[src/rtl/irrigation_pkg.sv]
// Shared state encoding and default phase lengths for the irrigation sequencer.
package irrigation_pkg;
   localparam logic [1:0] ST_IDLE     = 2'd0;
   localparam logic [1:0] ST_FILL     = 2'd1;
   localparam logic [1:0] ST_SPRINKLE = 2'd2;
   localparam logic [1:0] ST_DRIP     = 2'd3;

   localparam int DEF_FILL_TICKS     = 8;
   localparam int DEF_SPRINKLE_TICKS = 4;
   localparam int DEF_DRIP_TICKS     = 6;
   localparam int DEF_CNT_W          = 4;
endpackage

[src/rtl/irrigation_sequencer_edge_tick.sv]
// Two-flop synchronizer plus rising-edge detector for one slow clock.
module edge_tick (
   input  logic clk_896hz,
   input  logic limpa,
   input  logic in,
   output logic tick
);
   logic sync1_q;
   logic sync2_q;
   logic prev_q;

   always_ff @(posedge clk_896hz or posedge limpa) begin
      if (limpa) begin
         sync1_q <= 1'b0;
         sync2_q <= 1'b0;
         prev_q  <= 1'b0;
      end else begin
         sync1_q <= in;
         sync2_q <= sync1_q;
         prev_q  <= sync2_q;
      end
   end

   assign tick = sync2_q & ~prev_q;
endmodule

[src/rtl/irrigation_sequencer.sv]
// Watering-cycle FSM: optional fill, then sprinkler, then drip,
// each phase timed by ticks from its own divided clock.
module irrigation_sequencer
   import irrigation_pkg::*;
#(
   parameter int FILL_TICKS     = DEF_FILL_TICKS,
   parameter int SPRINKLE_TICKS = DEF_SPRINKLE_TICKS,
   parameter int DRIP_TICKS     = DEF_DRIP_TICKS,
   parameter int CNT_W          = DEF_CNT_W
) (
   input  logic             clk_896hz,
   input  logic             limpa,
   input  logic             start,
   input  logic             stop,
   input  logic             tank_low,
   input  logic             fill_clk,
   input  logic             sprinkler_clk,
   input  logic             drip_clk,
   output logic             valve_fill,
   output logic             valve_sprinkler,
   output logic             valve_drip,
   output logic             busy,
   output logic             done,
   output logic [1:0]       state,
   output logic [CNT_W-1:0] remaining
);
   localparam int MAXV = (1 << CNT_W) - 1;

   if (CNT_W < 1 || CNT_W > 30) begin : g_bad_w
      $error("CNT_W out of range");
   end
   if (FILL_TICKS < 1 || FILL_TICKS > MAXV) begin : g_bad_f
      $error("FILL_TICKS out of range");
   end
   if (SPRINKLE_TICKS < 1 || SPRINKLE_TICKS > MAXV) begin : g_bad_s
      $error("SPRINKLE_TICKS out of range");
   end
   if (DRIP_TICKS < 1 || DRIP_TICKS > MAXV) begin : g_bad_d
      $error("DRIP_TICKS out of range");
   end

   localparam logic [CNT_W-1:0] LD_FILL = CNT_W'(FILL_TICKS);
   localparam logic [CNT_W-1:0] LD_SPR  = CNT_W'(SPRINKLE_TICKS);
   localparam logic [CNT_W-1:0] LD_DRIP = CNT_W'(DRIP_TICKS);
   localparam logic [CNT_W-1:0] ONE     = CNT_W'(1);

   logic fill_tick;
   logic spr_tick;
   logic drip_tick;

   edge_tick u_fill (
      .clk_896hz (clk_896hz),
      .limpa     (limpa),
      .in        (fill_clk),
      .tick      (fill_tick)
   );
   edge_tick u_spr (
      .clk_896hz (clk_896hz),
      .limpa     (limpa),
      .in        (sprinkler_clk),
      .tick      (spr_tick)
   );
   edge_tick u_drip (
      .clk_896hz (clk_896hz),
      .limpa     (limpa),
      .in        (drip_clk),
      .tick      (drip_tick)
   );

   logic [1:0]       state_q, state_d;
   logic [CNT_W-1:0] rem_q, rem_d;
   logic             done_q, done_d;

   always_comb begin
      state_d = state_q;
      rem_d   = rem_q;
      done_d  = 1'b0;
      if (state_q == ST_IDLE) begin
         if (start && !stop) begin
            state_d = tank_low ? ST_FILL : ST_SPRINKLE;
            rem_d   = tank_low ? LD_FILL : LD_SPR;
         end
      end else if (stop) begin
         state_d = ST_IDLE;
         rem_d   = '0;
      end else begin
         case (state_q)
            ST_FILL: begin
               // A full tank ends the fill early, even on a tick cycle
               if (!tank_low) begin
                  state_d = ST_SPRINKLE;
                  rem_d   = LD_SPR;
               end else if (fill_tick) begin
                  if (rem_q > ONE) begin
                     rem_d = rem_q - ONE;
                  end else begin
                     state_d = ST_SPRINKLE;
                     rem_d   = LD_SPR;
                  end
               end
            end
            ST_SPRINKLE: begin
               if (spr_tick) begin
                  if (rem_q > ONE) begin
                     rem_d = rem_q - ONE;
                  end else begin
                     state_d = ST_DRIP;
                     rem_d   = LD_DRIP;
                  end
               end
            end
            default: begin
               if (drip_tick) begin
                  if (rem_q > ONE) begin
                     rem_d = rem_q - ONE;
                  end else begin
                     state_d = ST_IDLE;
                     rem_d   = '0;
                     done_d  = 1'b1;
                  end
               end
            end
         endcase
      end
   end

   always_ff @(posedge clk_896hz or posedge limpa) begin
      if (limpa) begin
         state_q <= ST_IDLE;
         rem_q   <= '0;
         done_q  <= 1'b0;
      end else begin
         state_q <= state_d;
         rem_q   <= rem_d;
         done_q  <= done_d;
      end
   end

   assign valve_fill      = (state_q == ST_FILL);
   assign valve_sprinkler = (state_q == ST_SPRINKLE);
   assign valve_drip      = (state_q == ST_DRIP);
   assign busy            = (state_q != ST_IDLE);
   assign done            = done_q;
   assign state           = state_q;
   assign remaining       = rem_q;
endmodule

[config.mk]
export PLATFORM = sky130hd
export DESIGN_NAME = irrigation_sequencer
export DESIGN_NICKNAME = d
export VERILOG_FILES = /design/src/rtl/irrigation_pkg.sv /design/src/rtl/irrigation_sequencer_edge_tick.sv /design/src/rtl/irrigation_sequencer.sv
export SDC_FILE = /design/constraint.sdc
export NUM_CORES = 1
export LEC_CHECK = 0
export CAP_MARGIN = 30
export CORE_UTILIZATION = 47
export DETAILED_ROUTE_END_ITERATION = 7
export GPL_ROUTABILITY_DRIVEN = 1
export PLACE_DENSITY = 0.87
export REMOVE_ABC_BUFFERS = 1
export SETUP_SLACK_MARGIN = 0.15
export SLEW_MARGIN = 20
export SYNTH_ARGS = -nofsm -noshare
export SYNTH_HDL_FRONTEND = slang
export SYNTH_SLANG_ARGS = --single-unit
[constraint.sdc]
create_clock -name clk_896hz -period 2.45 [get_ports clk_896hz]
set_clock_uncertainty 0.2 [all_clocks]
set_input_delay 0.245 -clock clk_896hz [delete_from_list [all_inputs] [get_ports clk_896hz]]
set_output_delay 0.245 -clock clk_896hz [all_outputs]
set_load 0.02 [all_outputs]
==> results <==
stage by stage:
| stage | instance area [um2] | setup WS, ns | hold slack (ns) |
|---|---|---|---|
| after detailed placement | 1010 | 0.221 | 0.144 |
| final | 1070 | 0.239 | 0.108 |
| after global placement | 1010 | 0.333 | 0.133 |
| after global routing | 1070 | 0.130 | 0.166 |
| after CTS | 1040 | 0.187 | 0.126 |
| after floorplan | 813 | 0.196 | -0.0413 |
sequential cells by signal (all words and copies together) (netlist names):
name	cells
done	1
remaining	4
state	2
u_drip.prev_q	1
u_drip.sync1_q	1
u_drip.sync2_q	1
u_fill.prev_q	1
u_fill.sync1_q	1
u_fill.sync2_q	1
u_spr.prev_q	1
u_spr.sync1_q	1
u_spr.sync2_q	1
area by class of cell:
type / instances / area [um2]
timing repair buffer: 20 / 195
inverter: 6 / 22.5
clock buffer: 3 / 22.5
sequential: 16 / 400
tap: 16 / 20.0
multi-input combinational: 54 / 408
fill: 131 / 490
kinds of logic after synthesis:
kind of cell / Yosys count / share of synthesized area
buf+inv: 6 / 0.0277
compound gates: 20 / 0.178
fa+ha+maj: 6 / 0.0923
simple gates: 24 / 0.158
flops: 16 / 0.492
mux: 4 / 0.0508
synth_stat cells:
cell	count	area share
a21bo_2	1	0.012
a21boi_0	1	0.0092
a21o_1	2	0.018
a21oi_1	3	0.018
a222oi_1	1	0.012
a22oi_1	1	0.0092
a31o_1	1	0.011
and2_1	1	0.0077
dfrtp_1	16	0.49
ha_1	6	0.092
inv_1	6	0.028
mux2_1	1	0.014
mux2i_1	3	0.037
nand2_1	3	0.014
nand2b_1	6	0.046
nor2_1	5	0.023
nor2b_1	1	0.0077
nor3_1	2	0.012
nor3b_1	1	0.0092
nor4_1	1	0.0077
o211ai_1	1	0.0092
o21ai_0	4	0.025
o221ai_1	1	0.011
o22ai_1	1	0.0077
o22ai_2	1	0.015
o2bb2ai_1	1	0.011
o31ai_1	1	0.0092
or2_0	1	0.0077
or2_1	1	0.0077
or2_2	2	0.015
power by group:
group / switching, mW / total, mW / internal (mW)
clock: 0.0694 / 0.126 / 0.0569
combinational: 0.448 / 0.846 / 0.397
sequential: 0.0562 / 0.373 / 0.316
worst max-delay path: cells and delay by family, from the launching register on:
family / cells / cell delay (ns)
flip-flops: 1 / 0.41
buffers and inverters: 3 / 0.79
adder cells (fa/ha/maj): 1 / 0.29
timing repair:
action                                  in CTS  in global routing
endpoints found under the setup margin       0                  8
hold endpoints to repair                     0                  0
gates resized for setup                      0                  4
setup buffers                                0                  2
worst max path at each step:
stage / from / endpoint / slack (ns)
6_report: state[0]$_DFFE_PP0P_ / busy / 0.24
5_1_grt: state[0]$_DFFE_PP0P_ / state[0]$_DFFE_PP0P_ / 0.13
4_1_cts: state[0]$_DFFE_PP0P_ / valve_sprinkler / 0.19
3_5_place_dp: state[0]$_DFFE_PP0P_ / state[0]$_DFFE_PP0P_ / 0.22
3_3_place_gp: tank_low / state[1]$_DFFE_PP0P_ / 0.33
2_1_floorplan: state[0]$_DFFE_PP0P_ / state[0]$_DFFE_PP0P_ / 0.20
layer usage:
metal	up-vias	track usage
li1	315	-
met3	2	0.0125
met4	0	0.0750
met1	308	0.251
met2	26	0.334
met5	-	0
==> flow_metrics.tcl <==
set metrics [dict create \
    wl_met3_um 62 \
    worst-r2r-setup-slack_ns 0.31 \
    netlist_area_um2 813 \
    worst-path-max-fanout 7 \
    clock_sinks 16 \
    end_kind "primary output" \
    drtAntennaViolNets 0 \
    area_delta_synth_final_pct 31.4 \
    wl_per_cell_um 14.0 \
    grt_first_pass_wirelength_um 2690 \
    leakage_nw 0.465 \
    tightest_slew_ns 0.547 \
    hold_viol 0 \
    wl_met1_um 731 \
    n_antenna_cell 0 \
    rows 14 \
    drtIter0Drc 21 \
    grt_antenna_before_repair 0 \
    status "finished with violations" \
    dp.cells 110 \
    pin_count 19 \
    port_buffers 18 \
    finalCritPeriodShare 0.902 \
    tritoncts "yes" \
    drv_cap 0 \
    max_stage_delay_ns 0.54 \
    wl_met2_um 797 \
    place_hpwl_um 1200 \
    path_class "reg -> out" \
    clk_latency_ns 0.27 \
    hp-class "in -> async" \
    core-area_mm2 0.00156 \
    die_w_um 43.6 \
    cts.htree.levels 1 \
    crit_top_cell "inv_1" \
    most-common-layout-cells "clkdlybuf4s50_1 (18), dfrtp_1 (16), nand2b_1 (6), inv_1 (6), nor2_1 (5)" \
    final_common_cell "clkdlybuf4s50_1" \
    drive_gt1_frac 0.121 \
    drc 3 \
    grt_pass1_vias 617 \
    numCtsBuffers 3 \
    maxSlewHeadroom 0.635 \
    fin_cells 115 \
    layout.nets 115 \
    gp_congestion 0.800 \
    rsz0062_at_grt "yes" \
    die_area_mm2 0.00190 \
    highest_layer "met4" \
    synth_area_per_cell_um2 10.7 \
    start_util 0.522 \
    grt_overflow 0 \
    power.density_mw_per_mm2 1260 \
    maxSlewViolCount 0 \
    track_usage 0.193 \
    detail_route.vias_per_cell 5.66 \
    r2r_end "state[0]$_DFFE_PP0P_" \
    setup_viol 0 \
    violations "design-rule violations" \
    period_needed_ns 2.21 \
    ff2ff_path_depth 7 \
    ctsHoldBuffers 0 \
    die_h_um 43.6 \
    fmax_mhz 452 \
    netlist_instances 76 \
    r2r-start "state[0]$_DFFE_PP0P_" \
    grt_max_degree 17 \
    wl_um 1610 \
    cp-start-kind "register" \
    synth_seq_cells 16 \
    fin_total_pwr_mw 1.34 \
    cp_slowest_cell "clkdlybuf4s50_1" \
    required_ns 2.01 \
    cp_cell_sequence "inv_1, ha_2, inv_1, clkdlybuf4s50_1" \
    synth.distinct_cells 30 \
    clkTransAtPathRegs_ns 0.08 \
    peakVddDrop_uv 698 \
    cts_buffer_depth 2 \
    root_buffer "clkbuf_4" \
    critPathArrivalTime_ns 1.77 \
    yosysSeqAreaShare 0.492 \
    utilization 0.685 \
    fin_setup_tns_ns 0 \
    yosysWarnings 0 \
    vias 651 \
    drtPass1Iterations 6 \
]
No activity file was read; power rests on OpenSTA's default activity.
